### src/rtl/int_ctrl.sv
// Interrupt controller: synchronizes six IRQ lines, latches edge sources, masks them and drives a registered HWInt.
// Latency IrqIn->HWInt is SYNC_STAGES+2 edges; bus is single-cycle with no backpressure, RData is combinational.
module int_ctrl #(
  parameter int SYNC_STAGES = 2
) (
  input  logic        Clk,
  input  logic        Rst,
  input  logic [5:0]  IrqIn,
  input  logic [1:0]  Addr,
  input  logic        We,
  input  logic [31:0] WData,
  output logic [31:0] RData,
  output logic [5:0]  HWInt
);

  logic [SYNC_STAGES-1:0][5:0] sync_r;
  logic [5:0] sync;
  logic [5:0] prev;
  logic [5:0] mode;
  logic [5:0] enable;
  logic [5:0] pending;
  logic [5:0] pending_nxt;
  logic [5:0] mode_chg;
  logic [5:0] w1c;
  logic [5:0] rise;
  logic [2:0] low_idx;
  logic       wr_mode;
  logic       wr_enable;
  logic       wr_pending;
  logic       wdata_unused;

  assign sync         = sync_r[SYNC_STAGES-1];
  assign wr_mode      = We && (Addr == 2'd0);
  assign wr_enable    = We && (Addr == 2'd1);
  assign wr_pending   = We && (Addr == 2'd2);
  assign wdata_unused = ^WData[31:6];

  // A mode flip wipes the source so a stale edge/level value never leaks across modes.
  assign mode_chg    = wr_mode ? (WData[5:0] ^ mode) : 6'h00;
  assign w1c         = wr_pending ? WData[5:0] : 6'h00;
  assign rise        = sync & ~prev;
  assign pending_nxt = ~mode_chg & ((mode & (rise | (pending & ~w1c))) | (~mode & sync));

  always_ff @(posedge Clk or posedge Rst) begin
    if (Rst) begin
      sync_r  <= '0;
      prev    <= 6'h00;
      mode    <= 6'h00;
      enable  <= 6'h00;
      pending <= 6'h00;
      HWInt   <= 6'h00;
    end else begin
      sync_r  <= {sync_r[SYNC_STAGES-2:0], IrqIn};
      prev    <= sync;
      pending <= pending_nxt;
      HWInt   <= pending & enable;
      if (wr_mode)   mode   <= WData[5:0];
      if (wr_enable) enable <= WData[5:0];
    end
  end

  always_comb begin
    low_idx = 3'd0;
    for (int i = 5; i >= 0; i--) begin
      if (HWInt[i]) low_idx = 3'(i);
    end
  end

  always_comb begin
    RData = 32'h0;
    case (Addr)
      2'd0: RData = {26'h0, mode};
      2'd1: RData = {26'h0, enable};
      2'd2: RData = {26'h0, pending};
      default: RData = {|HWInt, 28'h0, low_idx};
    endcase
  end

endmodule

### config.mk
export PLATFORM = sky130hd
export DESIGN_NAME = int_ctrl
export DESIGN_NICKNAME = d
export VERILOG_FILES = /design/src/rtl/int_ctrl.sv
export SDC_FILE = /design/constraint.sdc
export NUM_CORES = 1
export LEC_CHECK = 0
export BUFFER_PORTS_ARGS = -buffer_cell sky130_fd_sc_hd__buf_2
export CAP_MARGIN = 25
export CORE_ASPECT_RATIO = 0.75
export CORE_MARGIN = 10
export CORE_UTILIZATION = 35
export CTS_CLUSTER_SIZE = 24
export DETAILED_ROUTE_END_ITERATION = 16
export MAX_ROUTING_LAYER = met4
export PLACE_DENSITY_LB_ADDON = 0.25
export SKIP_LAST_GASP = 1
export SLEW_MARGIN = 20
export SYNTH_ARGS = -nofsm -noshare
export SYNTH_HDL_FRONTEND = slang
export SYNTH_SLANG_ARGS = --single-unit
### constraint.sdc
create_clock -name Clk -period 3.4 [get_ports Clk]
set_input_delay 0.34 -clock Clk [delete_from_list [all_inputs] [get_ports Clk]]
set_output_delay 0.34 -clock Clk [all_outputs]
set_load 0.02 [all_outputs]
# Yosys cells after proc, flatten, opt, wreduce, memory -nomap -nowiden
# Index checks and enable logic that the tools add are counted.
# W data, S select, Z words.
[word_totals]
n_memories = 0
regBits = 42
latchBits = 0
ramBits = 0
romBits = 0
[op_classes]
bitwise = 13
n_addsub = 0
muxes = 9
magnitude_cmp = 0
eq_ne = 2
reduce_logical = 5
div_mod_pow = 0
shift = 0
n_mul = 0
[op_table]
columns = ["op", "count"]
rows = [
  ["$pmux W32 S3", 1],
  ["$and A6 B6 Y6", 6],
  ["$not A6 Y6", 4],
  ["$mux W3", 6],
  ["$mux W6", 2],
  ["$or A6 B6 Y6", 2],
  ["$reduce_or A6 Y1", 1],
  ["$xor A6 B6 Y6", 1],
  ["$logic_and A1 B1 Y1", 3],
  ["$eq A2 B1 Y1 const B", 1],
  ["$eq A2 B2 Y1 const B", 1],
  ["$logic_not A2 Y1", 1],
]

# Depth between registers and ports, before layout
# Gate-level depths: netlist of the first run.
[depth]
ltp_word = 9
mapped_depth = 5

# Least setup slack after synthesis of the first run
# No wires, ideal clock.
[synth_path]
kind = "input -> output"
from = "in Addr[1]"
to = "out RData[0]"
slack_ns = 1.699
stages = 4
t_arrival_ns = 1.361
n_path_buf = 2
path_cell_list = "buf_2 buf_2 nand2_1 o31ai_1"
[synth_between]
elab_chain_cells = 2
elab_cells_between_ends = 4
cone_classes = "2 x eq/ne; 1 x mux; 1 x reduce/logical"
[synth_rtl]
columns = ["item", "line", "text"]
rows = [
  ["start, declared", "9", "input logic [1:0] Addr,"],
  ["$eq A2 B2 Y1, or another cell as far along", "71", "case (Addr)"],
  ["$pmux W32 S3 (*)", "71", ""],
  ["end, declared", "12", "output logic [31:0] RData,"],
]
# Mark *: on every way between the ends. The rest lies on a longest branch, timed or not.

# Worst setup path in the final report of the first run
[layout_path]
from = "reg HWInt[2]"
to = "out RData[2]"
[layout_between]
elab_chain_cells = 4
[layout_rtl]
columns = ["item", "line", "text"]
rows = [
  ["start, declared", "13", "output logic [5:0] HWInt"],
  ["start signal, assigned", "56", "HWInt <= pending & enable;"],
  ["$mux W3 (3 in a row)", "65", "if (HWInt[i]) low_idx = 3'(i);"],
  ["$pmux W32 S3", "71", ""],
]
# No other way between the ends.

==> impl_summary.md, run 1 <==
Outcome
The run finished with clean final reports.

Worst setup path
The critical path in this run is classified as reg -> out. The arrival time of the worst setup path is between 1.5 and 2 ns. The endpoint type of the worst setup path is a primary output.

STA classifies the critical path startpoint as a flop. The largest driver fanout on the critical path is 5. The signal on the critical path passes through nor4_1 -> nor2b_1 -> mux4_2 -> buf_2. STA puts the critical path data required time at between 3 and 4 ns. The highest cell delay on the worst timing path is 0.44 ns. Measured in cells, the most critical reg-to-reg path has a length of 3. The slowest stage cell on the critical path is sky130_fd_sc_hd__dfrtp_1.

Route
In the routed design, unresolved DRC markers number 0. In the routed layout, each cell is associated on average with a via count of 4.553. The routed design uses 343 um of met3 wire.

In the final routing, the length of wire on met1 measures approximately 1.9 mm. After detailed routing, the total wire length is 3.905 mm. The routed wire length per instance is ~15 um. The top routing layer in use is met4. The first detailed-routing pass took 4 iterations. The detail route stage leaves a number of antenna-violating nets equal to 0.

The routed design uses between 1.5 and 2 mm of met2 wire. After the first detailed-routing iteration, the DRC count stood at 81. The routed layout has 1202 vias.

Die
The chip height is about 84 um. Measured along the x axis, the die boundary spans 105.4 um. The initial core utilization is 0.3598. The area inside the core boundary is 5324 um^2. The top-level I/O count is 81. The die area is 8863 um^2. Row generation in the floorplan step produced 23 rows.

Global routing
The first global-routing pass estimated 6.285 mm of wire. The number of global-route vias before repair is 1191. The overflow left after global routing is 0. The aggregate global-route resource usage is 0.09230.

The initial antenna violation count is 0. Entering global routing, the biggest net connects 43 pins.

STA
Adding up every negative setup slack in the final design gives 0 ns. For the pin with the worst max-slew slack, the measured transition is ~0.65 ns. Setup slack closes at approximately 1.4 ns. Setup repair after global routing left no endpoint under its margin. The worst path needs a little under 2 ns of the cycle, external delays included.

The max-slew violation total from the final report is 0. The clock arrives with about 0.0033 ns of skew. The worst relative slew slack is 0.5630. Static timing analysis puts the maximum clock frequency at roughly 0.5 GHz. The number of endpoints with negative hold slack in the final report was 0. The part of the cycle the worst path needs is 0.5801. Setup violations remaining at the end of the flow were counted as 0.

Synthesis
The count of unique library cells instantiated by Yosys is 31. The most area-hungry cell type in the Yosys netlist is sky130_fd_sc_hd__dfrtp_1. Of the post-synthesis cell area, the dominant cell type holds 0.5487.

During synthesis, Yosys emitted a total of 0 warnings. Counting flops and latches in the post-synthesis netlist gives between 40 and 50. By count the netlist is led by sky130_fd_sc_hd__dfrtp_1, sky130_fd_sc_hd__buf_4, sky130_fd_sc_hd__mux2_2. The part of the Yosys area used for sequential elements is 0.5487. Yosys attributes the largest share of cell area to sky130_fd_sc_hd__dfrtp_1, sky130_fd_sc_hd__buf_4, sky130_fd_sc_hd__mux2_2, sky130_fd_sc_hd__mux4_2, sky130_fd_sc_hd__a311oi_1.

The count of flip-flops with a built-in enable after synthesis is 0. The share of synthesized flip-flops with an asynchronous set or reset is 1.000. The mean instance size in the synthesized netlist is ~12 um^2.

In the synthesized netlist the dominant register cell turns out to be sky130_fd_sc_hd__dfrtp_1. Counting every instance in the synthesized netlist gives around 160. In this run the cell area of the synthesized design comes to approximately 1900 um^2. The most instantiated library cell after synthesis is sky130_fd_sc_hd__dfrtp_1.

Pwr
After layout, the design draws a total of between 1 and 1.5 mW. The static leakage is ~0.99 nW. For this design the ratio of total power to cell area is between 500 and 600 nW/um^2. IR analysis of the VDD net gives a maximum drop of roughly 0.00024 V.

Clocking
Clock-pin slew was measured on the worst setup and hold paths at ~0.080 ns. The number of buffers on the longest clock path is 2. The number of instances resized during post-cts repair is 0. TritonCTS created 5 clock buffers. The deepest level of the CTS H-tree is 2. The number of clock sinks is 42. The root buffer cell is sky130_fd_sc_hd__clkbuf_8. In this run, post-CTS hold repair placed 0 buffers. The number of setup buffers added after CTS is 0. Clock latency on the worst-skew pair, taken at its later pin, is about 0.29 ns. TritonCTS built the clock tree.

Final layout
Once layout is complete, the cells apart from fillers number approximately 260. The diode insertion count for antenna repair is 0. The final-stage net count is between 200 and 250. The area growth from synthesis to final layout is 12.08%. The fraction of final layout cells with drive strength greater than 1 is 0.2857.

Job
The number of violations of the max-capacitance limit is 0.

Hold path
The number of instances on the worst hold path is 1. In this run the worst hold path is classified as in -> reg.

Place
The setup slack at placement is approximately 1.5 ns. Detailed placement finished with a half-perimeter wire length of around 2.9 mm. The count of buffers added on input and output ports is 29. The total placed cells including tap cells is ~260. The global placement routability congestion is just over 0.7.
area by class of cell:
type                            count  area [um^2]
Multi-Input combinational cell    106        729.5
Sequential cell                    42         1051
Inverter                            3        11.26
Timing Repair Buffer               30        152.6
Tap cell                           75        93.84
Clock buffer                        5        68.82
Clock inverter                      3        40.04
Fill cell                         533         3177
critical path, delay by kind of cell (launching register included):
family | cells | cell delay (ns)
AND/OR/NAND/NOR | 2 | 0.51
flip-flops | 1 | 0.44
multiplexers | 1 | 0.23
buffers and inverters | 1 | 0.16
routing by layer:
metal,vias to the layer above,track usage
li1,574,-
met1,574,0.1202
met2,48,0.1213
met3,6,0.04630
met4,0,0.02612
met5,-,-
where the power goes:
part	internal (mW)	total [mW]	leakage [nW]	switching (mW)
Combinational	0.106	0.252	0.431	0.147
Sequential	0.565	0.622	0.501	0.0567
Clock	0.216	0.384	0.0579	0.168
Total	0.887	1.26	0.990	0.372
final timing paths:
path	startpoint	end	slack [ns]
max in group asynchronous	Rst	enable[2]	2.88
worst min register to register	sync_r[3]	sync[3]	0.35
min in group asynchronous	Rst	sync_r[4]	0.15
worst min-delay path	IrqIn[4]	sync_r[4]	0.14
worst max-delay path	HWInt[2]	RData[2]	1.43
worst max register to register	mode[2]	pending[2]	2.30
flip-flops by register name (all words and copies together), names as in the netlist:
name     flops
mode         6
sync         6
pending      6
HWInt        6
enable       6
sync_r       6
prev         6
logic make-up after synthesis:
| family | share of synthesized area |
|---|---|
| AND/OR/NAND/NOR | 0.1221 |
| buffers and inverters | 0.1176 |
| multiplexers | 0.1150 |
| AO/OA/AOI/OAI | 0.09471 |
| flip-flops | 0.5487 |
| other | 0.001958 |
per-stage QoR:
stage / area [um^2] / utilization / hold slack [ns]
5_1_grt: 2147 / 0.4033 / 0.1241
4_1_cts: 2147 / 0.4033 / 0.1375
3_5_place_dp: 2038 / 0.3828 / 0.3347
2_1_floorplan: 2006 / - / 0.3312
6_report: 2147 / 0.4033 / 0.1447
3_3_place_gp: 2038 / 0.3828 / 0.3322
cells in the final DEF (no fill, tap or decap):
cell / count
sky130_fd_sc_hd__bufinv_16: 1
sky130_fd_sc_hd__clkinv_2: 2
sky130_fd_sc_hd__o21ai_0: 3
sky130_fd_sc_hd__o31ai_1: 1
sky130_fd_sc_hd__mux4_2: 2
sky130_fd_sc_hd__conb_1: 25
sky130_fd_sc_hd__dfrtp_1: 42
sky130_fd_sc_hd__buf_2: 29
sky130_fd_sc_hd__mux2_2: 12
sky130_fd_sc_hd__a211oi_1: 5
sky130_fd_sc_hd__or4b_4: 1
sky130_fd_sc_hd__nor3b_2: 1
sky130_fd_sc_hd__inv_1: 3
sky130_fd_sc_hd__nor4_1: 1
sky130_fd_sc_hd__nor3b_1: 5
sky130_fd_sc_hd__a221oi_1: 1
sky130_fd_sc_hd__and2_1: 7
sky130_fd_sc_hd__nor2_1: 3
sky130_fd_sc_hd__nand2b_1: 1
sky130_fd_sc_hd__nor2b_1: 7
sky130_fd_sc_hd__a22oi_1: 5
sky130_fd_sc_hd__nand2_1: 10
sky130_fd_sc_hd__a21oi_1: 1
sky130_fd_sc_hd__nand3b_1: 1
sky130_fd_sc_hd__a311oi_1: 5
sky130_fd_sc_hd__buf_4: 1
sky130_fd_sc_hd__o2111ai_1: 1
sky130_fd_sc_hd__clkbuf_8: 5
sky130_fd_sc_hd__o311ai_1: 1
sky130_fd_sc_hd__a2bb2oi_1: 1
sky130_fd_sc_hd__nor3_1: 1
sky130_fd_sc_hd__nand4b_1: 1
sky130_fd_sc_hd__mux2i_1: 4
(Power assumes the default switching activity.)
==> run 2, diff against run 1 <==
==> constraint.sdc (replaced) <==
create_clock -name Clk -period 1.82 [get_ports Clk]
set_input_delay 0.182 -clock Clk [delete_from_list [all_inputs] [get_ports Clk]]
set_output_delay 0.182 -clock Clk [all_outputs]
set_load 0.02 [all_outputs]
==> run 2 against run 1 <==
The flow now finishes with violations (negative hold slack); clock power up 140%; routed wire length up 3.3%; sequential power up 90%; first-iteration DRC count down 51%; non-clock buffer count up 10; global-route usage up 0.22 points; clock skew up 0.0019 ns; count of clock-buffer cells in the layout up 1; critical path depth unchanged; largest cell class unchanged; total power up 110%; critical path type unchanged.
==> impl_summary.md, run 2 (synthesis gave the netlist of run 1 again) <==
Die
After floorplanning, the core was sized to cover 5324 um^2. between 80 and 90 I/O pins were placed. In this run the core area contains 23 standard-cell rows.

The initial utilization of the core area, before any placement, comes to 0.3598. In this run the horizontal extent of the chip is roughly 110 um. The chip height is roughly 84 um. The die area is approximately 8900 um^2.

Clocking
The clock reaches the later pin of the worst-skew pair after around 0.3 ns. The clock drives 42 sinks. The number of buffers on the longest clock path is 2. The clock tree synthesis step divided the H-tree into 2 levels. The number of clock buffers added by TritonCTS is 5. The clock tree from TritonCTS is done. Clock-pin slew was measured on the worst setup and hold paths at ~0.080 ns. The tree is rooted in a sky130_fd_sc_hd__clkbuf_8.

STA
The worst pin sits at a relative slew slack of 0.6573. Clock skew on the completed layout was measured at 0.005140 ns. Setup repair after global routing could not meet its margin everywhere.

The achievable clock frequency is 0.5672 GHz. The final critical path time including I/O delays and setup is ~1.8 ns. At the pin with the least slew margin, the transition time is slightly above 0.5 ns.

The smallest hold slack is -0.003702 ns. The part of the cycle the worst path needs is 0.9687. The max-slew violation total from the final report is 0. The final critical-path setup slack is 0.05697 ns. After routing, the total negative slack on setup checks comes to 0 ns. The total of endpoints with negative setup slack in the final report is 0. The number of endpoints with negative hold slack in the final report was 6.

Worst setup path
The reg-to-reg startpoint is mode[4]. On the worst path, the slowest cell contributes a delay of 0.47 ns. The minimum setup slack among reg-to-reg paths is ~0.75 ns. The worst setup path is captured at a primary output. The worst path required time is about 1.6 ns.

The category of the most critical setup path is reg -> out. The slowest stage of the critical path is the sky130_fd_sc_hd__mux4_2 cell. The arrival time of the worst setup path is roughly 1.6 ns. The worst setup path is launched from a flop. For the worst flop-to-flop path, the logic depth is 3. The largest driver fanout on the critical path is 4.

In this run the critical register-to-register path is captured at pending[4]. The signal on the critical path passes through nor4_4 -> nor2b_1 -> mux4_2 -> buf_6. The origin of the worst setup path is HWInt[0].

Pwr
For this design the static power due to leakage is about 1.1 nW. The maximum ir drop on the vdd rail is 0.0004588 V. The areal power density over the cells is 1130 nW/um^2.

Place
The wire-length estimate of the detail-placed layout is between 3 and 4 mm. The total of buffers placed on input and output ports is 29. Routability-driven placement finished with a final weighted congestion of approximately 0.74. The setup slack at placement is around 0.31 ns. The placed standard-cell area is 2061 um^2.

Job
The tool flagged a number of max-cap violations equal to 0.

Route
The violation count after the first detailed-routing iteration is 40. The detail route stage leaves a number of antenna-violating nets equal to 0. In the routed layout, each cell is associated on average with a via count of around 4.5. The routed via count is between 1000 and 1500. The total length of routed wires is slightly above 4 mm. In the final routed layout, each cell accounts on average for approximately 15 um.

The first detailed-routing pass took 4 iterations. The post-route DRC violation count is 0.

Final layout
The fraction of final layout cells with drive strength greater than 1 is 0.3166. The number of antenna diodes in the final layout is 0. The count of filler cells inserted in the layout is roughly 520.

Once layout is complete, the utilization of the core stands at 0.4329. Summing all multi-input logic gate instances after layout gives 747.0 um^2. Relative to the synthesized area, the layout overhead comes to 20.31%. The net count of the finished layout is between 200 and 250. Registers take roughly 1100 um^2. After routing the design area is 2305 um^2. The library cells used most frequently in the layout, excluding fill and tap cells, are sky130_fd_sc_hd__dfrtp_1, sky130_fd_sc_hd__buf_2, sky130_fd_sc_hd__conb_1. Leaving out fill and tap cells, the most frequent cell in the layout is sky130_fd_sc_hd__dfrtp_1.

Outcome
The run finished, with violations left. The final reports fail on negative hold slack.

Global routing
The overflow left after global routing is 0. The initial antenna violation count came to 0. The number of global-route vias before repair was approximately 1300.

The largest net degree at the start of global routing is 43. In the global route stage, overall resource usage came out at 0.09451. The first global-routing pass estimated ~6.5 mm of wire.

Hold path
The path class of the lowest-slack min-delay path is in -> async.
==> run 2: worst max-delay path, delay by kind of cell (launching register included) <==
family | cells | cell delay [ns]
multiplexers | 1 | 0.47
flip-flops | 1 | 0.46
buffers and inverters | 1 | 0.15
AND/OR/NAND/NOR | 2 | 0.20
==> run 2: cell type report <==
cell class                      count  area share
Timing Repair Buffer               40      0.1107
Inverter                            3    0.004886
Clock inverter                      2     0.02606
Tap cell                           75     0.04072
Multi-Input combinational cell    106      0.3241
Sequential cell                    42      0.4577
Clock buffer                        6     0.03583
==> run 2: power by group <==
part | total (mW) | switching (mW) | internal [mW] | leakage [nW]
sequential | 1.18 | 0.118 | 1.06 | 0.497
clock | 0.907 | 0.322 | 0.585 | 0.0714
combinational | 0.521 | 0.284 | 0.238 | 0.483
total | 2.60 | 0.724 | 1.88 | 1.05
==> run 2: what timing repair did <==
action | CTS | global route
endpoints found under the setup margin | 1 | 2
pin swaps | 0 | 2
hold endpoints to repair | 6 | 0
gates cloned | 0 | 0
hold buffers | 6 | 0
buffers inserted | 0 | 1
resized for setup | 1 | 9
==> run 2: how the worst max path moves through the flow <==
stage                     endpoint  slack, ns  cells after the start
after floorplan           RData[2]       0.39                      3
after global placement    RData[2]       0.30                      4
after detailed placement  RData[2]       0.31                      4
after CTS                 RData[2]       0.03                      4
after global routing      RData[1]     -0.005                      4
final                     RData[2]       0.06                      4
==> run 2: per-layer routing <==
layer,part of all wire,GRT usage
met1,0.49,0.1208
met2,0.43,0.1258
met3,0.070,0.03781
met4,0.013,0.04478
met5,0,-
==> run 2: stage by stage <==
step	total power, mW	instances
floorplan	1.543	180
CTS	2.585	273
finish	2.605	274
global route	2.737	274
global placement	1.654	259
detailed placement	1.668	259
==> run 3, diff against run 2 <==
==> constraint.sdc (replaced) <==
create_clock -name Clk -period 2.2 [get_ports Clk]
set_input_delay 0.11 -clock Clk [delete_from_list [all_inputs] [get_ports Clk]]
set_output_delay 0.11 -clock Clk [all_outputs]
set_load 0.02 [all_outputs]
==> run 3 against run 2 <==
The flow now finishes without violations; combinational power shrank 23%; setup slack gained 0.36 ns; first-iteration DRC count grew 53%; routed wire length shrank 1.3%.
==> impl_summary.md, run 3 (synthesis gave the netlist of run 1 again) <==
Route
In the routed layout, each cell is associated on average with a via count of around 4.5. The post-route DRC violation count is 0. The pre-antenna-repair detailed-routing pass consisted of 4 iterations. The violation count after the first detailed-routing iteration is between 60 and 70. The routed wire length per instance is about 15 um. Summing over every cut layer, the via total after detailed routing is roughly 1200. The total length of routed wires is between 3 and 4 mm. The remaining antenna violation count after routing is 0.

Die
The initial utilization of the core area, before any placement, comes to 0.3598. The chip height is about 84 um. The top-level I/O count is ~80. The initialized floorplan defines 23 standard-cell rows. The floorplan step defined a core boundary enclosing between 5000 and 6000 um^2. The floorplan step defined a die boundary enclosing just under 9000 um^2. In this run the horizontal extent of the chip is ~110 um.

Worst setup path
The type of element launching the critical path is a flop. STA classifies the critical path endpoint as a primary output. For the worst setup path, the data required time is between 2 and 2.5 ns.

The slowest stage cell on the critical path is sky130_fd_sc_hd__dfrtp_1. The worst setup path is of the reg -> out kind. The highest cell delay on the worst timing path is ~0.44 ns. In this run the worst path has a maximum fanout of 5. Walking the worst path, the cells encountered are nor4_1 -> nor2b_1 -> mux4_2 -> buf_2. The arrival time of the worst setup path is roughly 1.7 ns.

Pwr
The areal power density over the cells is about 850 nW/um^2. Summed over all cells, the static leakage comes to ~1.0 nW. The overall power consumption is about 1.9 mW.

IR analysis of the VDD net gives a maximum drop of 0.0003514 V.

STA
The routed design could run at a clock period as short as 1.782 ns. The total of endpoints with negative setup slack in the final report is 0. Measured against its own limit, the worst slew margin works out to 0.6429. At the pin with the least slew margin, the transition time is roughly 0.54 ns.

Setup repair after global routing left no endpoint under its margin. The number of endpoints with negative hold slack in the final report is 0. The max-slew violation total from the final report was 0. The achievable clock frequency is between 0.5 and 0.6 GHz. Setup total negative slack on the finished layout was measured at 0 ns. Of the available clock period, the critical path in the final layout requires 0.8100. The final worst clock skew is between 0.006 and 0.007 ns.

Place
Routability-driven placement finished with a final weighted congestion of roughly 0.7. The count of buffers added on input and output ports is 29. The detailed placement HPWL is just under 3 mm. The total placed cells including tap cells is around 260.

Global routing
The global-route wire length before repair is ~6.6 mm. The number of global-route vias before repair came to roughly 1200. The initial antenna violation count came to 0. The aggregate global-route resource usage is 0.09431. The largest net degree at the start of global routing is 43. For this run the aggregate overflow at the end of global routing stands at 0.

Final layout
In the layout the commonest cells are sky130_fd_sc_hd__dfrtp_1, sky130_fd_sc_hd__buf_2, sky130_fd_sc_hd__conb_1. The repair_antennas step left the layout with diodes totalling 0. The fraction of final layout cells with drive strength greater than 1 is 0.2741.

The most frequent standard cell in the layout excluding fill and tap cells is sky130_fd_sc_hd__dfrtp_1. The area used by multi-input combinational logic is 729.5 um^2. The area growth from synthesis to final layout is 15.22%. The net count of the finished layout is 239. The filler cells instantiated in the layout total around 540. The sequential cells in the finished layout cover a total of ~1100 um^2. The non-filler instance count after layout is between 200 and 300.

Clocking
The clock latency at the later pin of the worst-skew pair is 0.29 ns. CTS saw between 40 and 50 sinks. The number of clock buffers added by TritonCTS is 5. The longest clock path from root to sink contains 2 buffers. The H-tree was split into 2 levels.

The clock tree from TritonCTS is done. The root buffer cell is sky130_fd_sc_hd__clkbuf_8. The number of instances resized during post-cts repair is 0. Clock-pin slew was measured on the worst setup and hold paths at around 0.080 ns.

Hold path
The path class of the lowest-slack min-delay path is in -> reg.

Job
Max-cap violations in this run came to 0.

Outcome
The flow ran to the end, and the final reports show no timing, DRC or antenna violations.
[run 3: cell count changes in the layout (fill, tap and decap cells not counted), sizes merged]
cell,change
clkinv,+1
dlygate4sd3,+1
bufinv,-2
buf,-3
clkbuf,+1
[run 3: final timing paths]
| path | startpoint | to | slack, ns | depth (start not counted) |
|---|---|---|---|---|
| min in group asynchronous | Rst | mode[0] | 0.48 | 4 |
| worst max-delay path | HWInt[2] | RData[2] | 0.42 | 4 |
| worst max register to register | mode[2] | pending[2] | 1.12 | 3 |
| worst min register to register | sync_r[4] | sync[4] | 0.35 | 0 |
| max in group asynchronous | Rst | HWInt[3] | 1.36 | 4 |
| worst min-delay path | WData[0] | pending[0] | 0.04 | 2 |
[run 3: timing repair]
| item | CTS | global route |
|---|---|---|
| setup endpoints to repair | 0 | 0 |
| hold buffers | 7 | 0 |
| hold endpoints to repair | 48 | 0 |
| buffers inserted | 0 | 0 |
[run 3: layout make-up]
cell class                 count  share of cell area
clock buffer                   7             0.03912
clock inverter                 1            0.002268
inverter                       3            0.005102
multi-input combinational    106              0.3305
sequential                    42              0.4762
tap                           75             0.04252
timing repair buffer          38              0.1043
[run 3: routing by layer]
| layer | vias to the layer above | share of wire | GRT usage |
|---|---|---|---|
| met2 | 42 | 0.41 | 0.1218 |
| met4 | 0 | 0.0075 | 0.02985 |
| met1 | 583 | 0.52 | 0.1303 |
| met5 | - | 0 | - |
| met3 | 4 | 0.064 | 0.03549 |
| li1 | 584 | - | - |
[run 3: power breakdown]
group          switching [mW]  leakage, nW  internal, mW
clock network           0.249       0.0482         0.253
registers              0.0888        0.501         0.874
logic                   0.231        0.465         0.172
[run 3: critical path, delay by kind of cell (launching register included)]
| family | cells | cell delay, ns |
|---|---|---|
| simple gates | 2 | 0.56 |
| mux | 1 | 0.22 |
| flops | 1 | 0.44 |
| buf+inv | 1 | 0.16 |
[run 3: metrics by stage]
step	setup slack [ns]	hold WS, ns	cell area, um^2	utilization
global placement	0.7057	0.2186	2046	0.3843
global route	0.3170	0.03282	2207	0.4146
CTS	0.4278	0.03239	2207	0.4146
floorplan	0.8460	0.1414	2006	-
finish	0.4181	0.04137	2207	0.4146
detailed placement	0.7139	0.2199	2046	0.3843
